## src/rtl/mmind_pkg.sv

```systemverilog
// mmind_pkg: shared definitions for the automated Mastermind codebreaker.
//   - player FSM state enum and guess-kind enum
//   - active-low seven-segment patterns ({ca..cg}) for scores 0..4
//   - code geometry (PEG_W, NUM_PEGS) and the guess budget (MAX_GUESSES)
//   - helpers that build a guess word from a peg position and colour
package mmind_pkg;

  localparam int PEG_W       = 2;
  localparam int NUM_PEGS    = 4;
  localparam int CODE_W      = PEG_W * NUM_PEGS;
  localparam int MAX_GUESSES = 10;

  // {ca,cb,cc,cd,ce,cf,cg}, segments lit when 0
  localparam logic [6:0] SEG_SCORE0 = 7'b0000001;
  localparam logic [6:0] SEG_SCORE1 = 7'b1001111;
  localparam logic [6:0] SEG_SCORE2 = 7'b0010010;
  localparam logic [6:0] SEG_SCORE3 = 7'b0000110;
  localparam logic [6:0] SEG_SCORE4 = 7'b1001100;

  typedef enum logic [3:0] {
    ST_IDLE,
    ST_SA_LOAD,
    ST_SA_PRESS,
    ST_SA_GAP,
    ST_DRIVE,
    ST_PULSE,
    ST_SETTLE,
    ST_SAMPLE,
    ST_EVAL,
    ST_DONE,
    ST_ERR
  } player_state_e;

  // Which phase of the search the next guess belongs to
  typedef enum logic [1:0] {
    GK_FIRST,
    GK_PROBE,
    GK_FINAL
  } guess_kind_e;

  // Return code with peg 'pos' replaced by 'colour'
  function automatic logic [CODE_W-1:0] place_peg(
    input logic [CODE_W-1:0] code,
    input logic [1:0]        pos,
    input logic [PEG_W-1:0]  colour
  );
    logic [CODE_W-1:0] r;
    r = code;
    r[int'(pos)*PEG_W +: PEG_W] = colour;
    return r;
  endfunction

  // Guess word for a given search phase: all-zero opener, a single
  // coloured peg on a zero background, or the fully assembled code
  function automatic logic [CODE_W-1:0] guess_word(
    input guess_kind_e       kind,
    input logic [1:0]        pos,
    input logic [PEG_W-1:0]  colour,
    input logic [CODE_W-1:0] code
  );
    logic [CODE_W-1:0] g;
    g = '0;
    unique case (kind)
      GK_FIRST: g = '0;
      GK_PROBE: g = place_peg('0, pos, colour);
      GK_FINAL: g = code;
      default:  g = '0;
    endcase
    return g;
  endfunction

endpackage

```

## src/rtl/mmind_seg_decode.sv

```systemverilog
// mmind_seg_decode: turns an mmind active-low seven-segment score digit
// back into a number.
//   seg_i [6:0] : {ca,cb,cc,cd,ce,cf,cg} as driven by mmind
//   dec_o [3:0] : {valid, score[2:0]}; valid=0 for any pattern that is not
//                 one of the five score digits (score is then 0)
// Purely combinational so it can also sit in a display checker.
module mmind_seg_decode
  import mmind_pkg::*;
(
  input  logic [6:0] seg_i,
  output logic [3:0] dec_o
);

  always_comb begin
    dec_o = 4'b0000;
    unique case (seg_i)
      SEG_SCORE0: dec_o = {1'b1, 3'd0};
      SEG_SCORE1: dec_o = {1'b1, 3'd1};
      SEG_SCORE2: dec_o = {1'b1, 3'd2};
      SEG_SCORE3: dec_o = {1'b1, 3'd3};
      SEG_SCORE4: dec_o = {1'b1, 3'd4};
      default:    dec_o = 4'b0000;
    endcase
  end

endmodule

```

## src/rtl/mmind_player.sv

```systemverilog
// mmind_player: automated codebreaker for the mmind Mastermind block.
// Drives mmind's switches / guess_btn / setans_btn, reads the score back
// from its seven-segment outputs and runs a fixed search:
//   guess 00 to learn n0 (number of zero pegs), then for p3..p0 probe
//   colour 1 and 2 on a zero background, then issue the assembled code.
//
// Parameters
//   PULSE_CYC  : cycles guess_btn is held high per guess (>=1)
//   SETTLE_CYC : cycles after guess_btn falls before the score is sampled (>=1)
// Ports
//   clk          : clock, rising edge
//   reset        : synchronous, active-low
//   start        : begin a solve (honoured only in IDLE, DONE, ERR)
//   secret[7:0]  : answer loaded through setans_btn (PLAYER_SETANS_EN only)
//   ca..cg       : mmind segment outputs, active-low
//   switches[7:0]: current code driven to mmind, p3=[7:6] .. p0=[1:0]
//   guess_btn    : guess strobe
//   setans_btn   : set-answer strobe (tied 0 without PLAYER_SETANS_EN)
//   busy         : solve in progress
//   done         : solved; held until the next accepted start
//   error        : solve aborted; held until the next accepted start
//   solved_code  : solved code, valid while done
//   guess_count  : guesses issued in the current or last solve
//
// Configuration macro: PLAYER_SETANS_EN adds the secret port and a SETANS
// phase that loads the answer into mmind before guessing.
module mmind_player
  import mmind_pkg::*;
#(
  parameter int PULSE_CYC  = 1,
  parameter int SETTLE_CYC = 4
) (
  input  logic       clk,
  input  logic       reset,
  input  logic       start,
`ifdef PLAYER_SETANS_EN
  input  logic [7:0] secret,
`endif
  input  logic       ca,
  input  logic       cb,
  input  logic       cc,
  input  logic       cd,
  input  logic       ce,
  input  logic       cf,
  input  logic       cg,
  output logic [7:0] switches,
  output logic       guess_btn,
  output logic       setans_btn,
  output logic       busy,
  output logic       done,
  output logic       error,
  output logic [7:0] solved_code,
  output logic [3:0] guess_count
);

  localparam logic [15:0] PULSE_LAST  = 16'(PULSE_CYC - 1);
  localparam logic [15:0] SETTLE_LAST = 16'(SETTLE_CYC - 1);
  localparam logic [15:0] SETANS_LAST = 16'd1;

  player_state_e     state_q, state_d;
  guess_kind_e       kind_q, kind_d;
  logic [1:0]        pos_q, pos_d;
  logic [PEG_W-1:0]  colour_q, colour_d;
  logic [2:0]        n0_q, n0_d;
  logic [CODE_W-1:0] code_q, code_d;
  logic [CODE_W-1:0] switches_q, switches_d;
  logic [6:0]        seg_q, seg_d;
  logic [3:0]        guess_count_q, guess_count_d;
  logic [CODE_W-1:0] solved_q, solved_d;
  logic [15:0]       cnt_q, cnt_d;

  logic [6:0]        seg_now;
  logic [3:0]        dec;
  logic              dec_valid;
  logic [2:0]        dec_score;
  logic [3:0]        score_ext;
  logic [3:0]        n0_ext;
  logic              resolve;
  logic [PEG_W-1:0]  peg_val;

  assign seg_now = {ca, cb, cc, cd, ce, cf, cg};

  // The decoder looks at the registered segments, so EVAL sees a
  // value that was stable for a whole cycle.
  mmind_seg_decode u_seg_decode (
    .seg_i (seg_q),
    .dec_o (dec)
  );

  assign dec_valid = dec[3];
  assign dec_score = dec[2:0];
  assign score_ext = {1'b0, dec_score};
  assign n0_ext    = {1'b0, n0_q};

  always_ff @(posedge clk) begin
    if (!reset) begin
      state_q       <= ST_IDLE;
      kind_q        <= GK_FIRST;
      pos_q         <= 2'd3;
      colour_q      <= 2'd1;
      n0_q          <= '0;
      code_q        <= '0;
      switches_q    <= '0;
      seg_q         <= '0;
      guess_count_q <= '0;
      solved_q      <= '0;
      cnt_q         <= '0;
    end else begin
      state_q       <= state_d;
      kind_q        <= kind_d;
      pos_q         <= pos_d;
      colour_q      <= colour_d;
      n0_q          <= n0_d;
      code_q        <= code_d;
      switches_q    <= switches_d;
      seg_q         <= seg_d;
      guess_count_q <= guess_count_d;
      solved_q      <= solved_d;
      cnt_q         <= cnt_d;
    end
  end

  always_comb begin
    state_d       = state_q;
    kind_d        = kind_q;
    pos_d         = pos_q;
    colour_d      = colour_q;
    n0_d          = n0_q;
    code_d        = code_q;
    switches_d    = switches_q;
    seg_d         = seg_q;
    guess_count_d = guess_count_q;
    solved_d      = solved_q;
    cnt_d         = cnt_q;
    resolve       = 1'b0;
    peg_val       = '0;

    unique case (state_q)
      // DONE and ERR accept start exactly like IDLE, so one start both
      // leaves the terminal state and begins the next solve.
      ST_IDLE, ST_DONE, ST_ERR: begin
        if (start) begin
          kind_d        = GK_FIRST;
          pos_d         = 2'd3;
          colour_d      = 2'd1;
          n0_d          = '0;
          code_d        = '0;
          guess_count_d = '0;
          cnt_d         = '0;
`ifdef PLAYER_SETANS_EN
          state_d       = ST_SA_LOAD;
`else
          state_d       = ST_DRIVE;
`endif
        end
      end

      ST_SA_LOAD: begin
        cnt_d   = '0;
        state_d = ST_SA_PRESS;
      end

      ST_SA_PRESS: begin
        if (cnt_q == SETANS_LAST) begin
          cnt_d   = '0;
          state_d = ST_SA_GAP;
        end else begin
          cnt_d = cnt_q + 16'd1;
        end
      end

      ST_SA_GAP: begin
        state_d = ST_DRIVE;
      end

      ST_DRIVE: begin
        cnt_d         = '0;
        guess_count_d = guess_count_q + 4'd1;
        state_d       = ST_PULSE;
      end

      ST_PULSE: begin
        if (cnt_q == PULSE_LAST) begin
          cnt_d   = '0;
          state_d = ST_SETTLE;
        end else begin
          cnt_d = cnt_q + 16'd1;
        end
      end

      ST_SETTLE: begin
        if (cnt_q == SETTLE_LAST) begin
          cnt_d   = '0;
          state_d = ST_SAMPLE;
        end else begin
          cnt_d = cnt_q + 16'd1;
        end
      end

      ST_SAMPLE: begin
        seg_d   = seg_now;
        state_d = ST_EVAL;
      end

      // A score of 4 ends the solve whatever phase the guess was in.
      // During probing only n0-1, n0, n0+1 are possible from a real
      // mmind; anything else means the display or the answer is corrupt.
      ST_EVAL: begin
        state_d = ST_DRIVE;
        if (!dec_valid) begin
          state_d = ST_ERR;
        end else if (dec_score == 3'd4) begin
          solved_d = switches_q;
          state_d  = ST_DONE;
        end else if (guess_count_q > 4'(MAX_GUESSES)) begin
          state_d = ST_ERR;
        end else begin
          unique case (kind_q)
            GK_FIRST: begin
              n0_d     = dec_score;
              kind_d   = GK_PROBE;
              pos_d    = 2'd3;
              colour_d = 2'd1;
            end
            GK_PROBE: begin
              if (score_ext == n0_ext + 4'd1) begin
                resolve = 1'b1;
                peg_val = colour_q;
              end else if (score_ext + 4'd1 == n0_ext) begin
                resolve = 1'b1;
                peg_val = 2'd0;
              end else if (score_ext == n0_ext) begin
                // Neither 0, 1 nor 2: after colour 2 the peg must be 3
                if (colour_q == 2'd1) begin
                  colour_d = 2'd2;
                end else begin
                  resolve = 1'b1;
                  peg_val = 2'd3;
                end
              end else begin
                state_d = ST_ERR;
              end
            end
            default: state_d = ST_ERR;
          endcase
        end

        if (resolve) begin
          code_d   = place_peg(code_q, pos_q, peg_val);
          colour_d = 2'd1;
          if (pos_q == 2'd0) begin
            kind_d = GK_FINAL;
          end else begin
            pos_d = pos_q - 2'd1;
          end
        end
      end

      default: state_d = ST_IDLE;
    endcase

    // switches changes only on entry to DRIVE (and SA_LOAD), so it is
    // already stable for the whole of PULSE, SETTLE and SAMPLE.
    if (state_d == ST_DRIVE) begin
      switches_d = guess_word(kind_d, pos_d, colour_d, code_d);
    end
`ifdef PLAYER_SETANS_EN
    if (state_d == ST_SA_LOAD) begin
      switches_d = secret;
    end
`endif
  end

  assign switches    = switches_q;
  assign guess_btn   = (state_q == ST_PULSE);
`ifdef PLAYER_SETANS_EN
  assign setans_btn  = (state_q == ST_SA_PRESS);
`else
  assign setans_btn  = 1'b0;
`endif
  assign busy        = !((state_q == ST_IDLE) || (state_q == ST_DONE) ||
                         (state_q == ST_ERR));
  assign done        = (state_q == ST_DONE);
  assign error       = (state_q == ST_ERR);
  assign solved_code = solved_q;
  assign guess_count = guess_count_q;

endmodule
```

## config.mk

```make
export PLATFORM = sky130hd
export DESIGN_NAME = mmind_player
export DESIGN_NICKNAME = d
export VERILOG_FILES = /design/src/rtl/mmind_pkg.sv /design/src/rtl/mmind_seg_decode.sv /design/src/rtl/mmind_player.sv
export SDC_FILE = /design/constraint.sdc
export NUM_CORES = 1
export LEC_CHECK = 0
export ABC_AREA = 1
export CELL_PAD_IN_SITES_DETAIL_PLACEMENT = 0
export CELL_PAD_IN_SITES_GLOBAL_PLACEMENT = 1
export CORE_ASPECT_RATIO = 1.1
export CORE_MARGIN = 5
export CORE_UTILIZATION = 38
export CTS_CLUSTER_SIZE = 16
export DETAILED_ROUTE_END_ITERATION = 8
export HOLD_SLACK_MARGIN = 0.05
export PLACE_DENSITY = 0.83
export RECOVER_POWER = 25
export SETUP_SLACK_MARGIN = 0.2
export SYNTH_ARGS = -nofsm -noshare
export SYNTH_HDL_FRONTEND = slang
export SYNTH_SLANG_ARGS = --single-unit
```

## constraint.sdc

```tcl
create_clock -name clk -period 3.3 [get_ports clk]
set_clock_uncertainty 0.15 [all_clocks]
set_input_delay 0.66 -clock clk [delete_from_list [all_inputs] [get_ports clk]]
set_output_delay 0.66 -clock clk [all_outputs]
set_load 0.05 [all_outputs]
```

==> impl_metrics.csv <==
group,metric,value,unit
critical_path,criticalPathCategory,"reg -> reg",
floorplan,die_area,0.0132,mm2
critical_path,cp.required,3350,ps
route,drt_first_pass_iters,5,
clocking,clkLatencyLatePin,330,ps
clocking,clock_sinks,64,
sta,hold_viol_final,0,
synth,yosysWarnings,0,
sta,finalSetupViolCount,0,
sta,maxSlewViolCount,0,
critical_path,cp_slowest_cell,"or3_4",
critical_path,end_kind,"flip-flop",
final_layout,register_area,0.00130,mm2
placed_design,place.gp.congestion,0.836,
synth,syn-num-nets,621,
clocking,clk_path_buf_depth,2,
synth,postSynthCellCount,591,
clocking,numCtsBuffers,9,
power,switching_share,31.5,%
critical_path,cp_top_family,"simple AND/OR/NAND/NOR gates",
clocking,cts_tree,"yes",
power,internal_power,1.81,mW
critical_path,cp_cell_sequence,"inv_4, nand2_4, nor2_4, nand2_4, nand2_4, ha_4, xor2_1, nor2_2, nand2_4, nand3_4, nand3_2, or3_4, a21oi_4, buf_6, inv_2, ha_2, nand2_2, nor2_4, nand3_1, nand2_1, nand2_1, a21oi_2",
floorplan,die-width,110,um
critical_path,cp_common_cell,"nand2_4",
synth,ys_types,50,
synth,seq_area_frac_synth,30.6,%
final_layout,area_growth,27.3,%
sta,fin_ws,185,ps
final_layout,multiInputGateArea,0.00258,mm2
power,pwr-share-comb,25.2,%
power,p_sw,830,uW
critical_path,worstPathArrival,3170,ps
sta,worst_slew_pin_slew,736,ps
route,wire_per_inst,12.8,um
route,num_vias,3907,
route,drc_errors,0,
power,power_frac_clock,42.7,%
synth,syn_area,0.00419,mm2
global_routing,grt_pass1_wl,17500,um
min_path,hold_class,"reg -> reg",
sta,slew_headroom,51.0,%
final_layout,final_cell_area,0.00533,mm2
final_layout,stdcell_count,803,
final_layout,diodes,0,
global_routing,grt_pass1_vias,3783,
final_layout,nFillCells,1067,
synth,synthFlopType,"dfxtp_1",
placed_design,dp_worst_setup_slack,53.9,ps
route,ant_nets,0,
global_routing,grt_antenna_before_repair,0,
final_layout,final_util,49.1,%
clocking,root_buffer,"clkbuf_16",
power,p_leak,2.29,nW
floorplan,row_count,40,
synth,ys_async_sr_fraction,0,%
placed_design,place_area,0.00470,mm2
floorplan,ios,35,
global_routing,grt_max_degree,29,
sta,hold_ws,293,ps
floorplan,fp.dieH,120,um
final_layout,nets,681,
placed_design,io_buffers,33,
global_routing,gr-total-overflow,0,
final_layout,layout-drive-gt1-share,23.0,%
sta,rsz0062_at_grt,"true",
floorplan,start_util,38.6,%
sta,fin_crit,3110,ps
critical_path,path_buf_inv,3,
power,ir_drop,0.000355,V
outcome,status,"completed",
clocking,path_clk_slew,60,ps
synth,ys_ff_latch,64,
synth,synth-edff-count,0,
route,viasPerCell,4.87,
clocking,h-tree-depth,3,
run,drv_cap,0,
route,dr.first_iter.drc_count,202,
power,seqPwrFrac,32.1,%
route,wl,10300,um
synth,syn_avg_cell_area,7.09,um2
power,power.density,495,mW/mm2
sta,period_share,94.4,%
critical_path,cpPeakStageDelay,390,ps
sta,fmax,321,MHz
floorplan,coreArea,0.0109,mm2
critical_path,path_max_fanout,4,
placed_design,dp_cells,768,
global_routing,globalRouteTotalUtil,16.4,%
placed_design,dpl.hpwl,7400,um
clocking,hold_buffers,0,
critical_path,cp-start-kind,"flip-flop",
metal layers:
metal / vias up / GRT usage, % / part of all wire [%]
li1: 2030 / - / -
met1: 1803 / 20.4 / 45
met2: 54 / 27.6 / 49
met3: 20 / 2.47 / 2.6
met4: 0 / 7.54 / 2.9
met5: - / 0 / 0
cell families after synthesis:
group | share of synthesized area (%)
adders and majority gates | 5.98
DFF | 30.6
and+or+nand+nor | 36.1
other | 0.0895
buffers and inverters | 11.4
AOI/OAI and AO/OA | 14.8
xor gates and xnor gates | 1.05
synthesized netlist by cell type (all sizes together) (2+ instances only):
master | count | area, um2
buf | 7 | 65.1
nand3 | 41 | 260
inv | 92 | 345
a21oi | 54 | 304
o21ai | 36 | 180
dfxtp | 64 | 1280
ha | 20 | 250
nand2 | 162 | 732
a221oi | 2 | 23.8
clkbuf | 7 | 56.3
xor2 | 4 | 35.0
a211oi | 6 | 50.1
nor2 | 56 | 304
nand4 | 15 | 115
o22ai | 2 | 12.5
nor3 | 10 | 65.1
registers in the layout, indices dropped and copies added (netlist names):
register	flops
kind_q	2
seg_q	7
colour_q	2
state_q	4
code_q	8
n0_q	3
guess_count	4
switches	8
solved_code	8
cnt_q	16
pos_q	2
power by group through the flow:
stage,Clock (mW),Combinational (mW),Sequential (mW)
5_1_grt,1.19,0.743,0.850
3_3_place_gp,0,0.635,0.861
3_5_place_dp,0,0.642,0.863
2_1_floorplan,0,0.474,0.871
6_report,1.13,0.665,0.846
4_1_cts,1.15,0.658,0.846
layout by cell type, fill, tap and decap left out, drive strengths merged, types with 2 or more instances in the layout:
| cell | count |
|---|---|
| a211oi | 6 |
| a21oi | 54 |
| a221oi | 2 |
| buf | 29 |
| bufinv | 3 |
| clkbuf | 13 |
| clkdlybuf4s50 | 33 |
| dfxtp | 64 |
| ha | 20 |
| inv | 92 |
| nand2 | 162 |
| nand3 | 41 |
| nand4 | 15 |
| nor2 | 56 |
| nor3 | 10 |
| o21ai | 36 |
| o22ai | 2 |
| xor2 | 4 |
worst register-to-register path, delay by kind of cell, from the launching register on:
kind	cells	cell delay (ps)
DFF	1	320
buffers and inverters	3	270
adders and majority gates	2	360
and+or+nand+nor	14	1490
xor gates and xnor gates	1	140
AOI/OAI and AO/OA	2	250
layout make-up:
class                           count  area share (%)
Multi-Input combinational cell    420            48.3
Sequential cell                    64            24.3
Timing Repair Buffer               64            10.6
Inverter                           92            6.57
Clock buffer                       11            4.74
Tap cell                          147            3.45
Clock inverter                      5            1.92
what timing repair did:
action	CTS	global route
setup buffers	13	6
resized for setup	18	23
pin swaps	13	12
setup endpoints to repair	8	8
through the flow:
stage,power (mW),TNS (ps)
after floorplan,1.35,0
after global placement,1.50,0
after CTS,2.65,0
after global routing,2.78,-21.1
final,2.64,0
after detailed placement,1.51,0
path summary, 6_finish.rpt:
kind | startpoint | end | slack, ps | cells past startpoint
setup / recovery | seg_q[4]$_SDFFE_PN0N_ | switches[7]$_SDFFE_PN0N_ | 190 | 22
hold / removal | solved_code[4]$_SDFFE_PN0P_ | solved_code[4]$_SDFFE_PN0P_ | 290 | 2
setup reg to reg | seg_q[4]$_SDFFE_PN0N_ | switches[7]$_SDFFE_PN0N_ | 190 | 22
hold reg to reg | solved_code[4]$_SDFFE_PN0P_ | solved_code[4]$_SDFFE_PN0P_ | 290 | 2
Power figures use the tool's default switching activity.
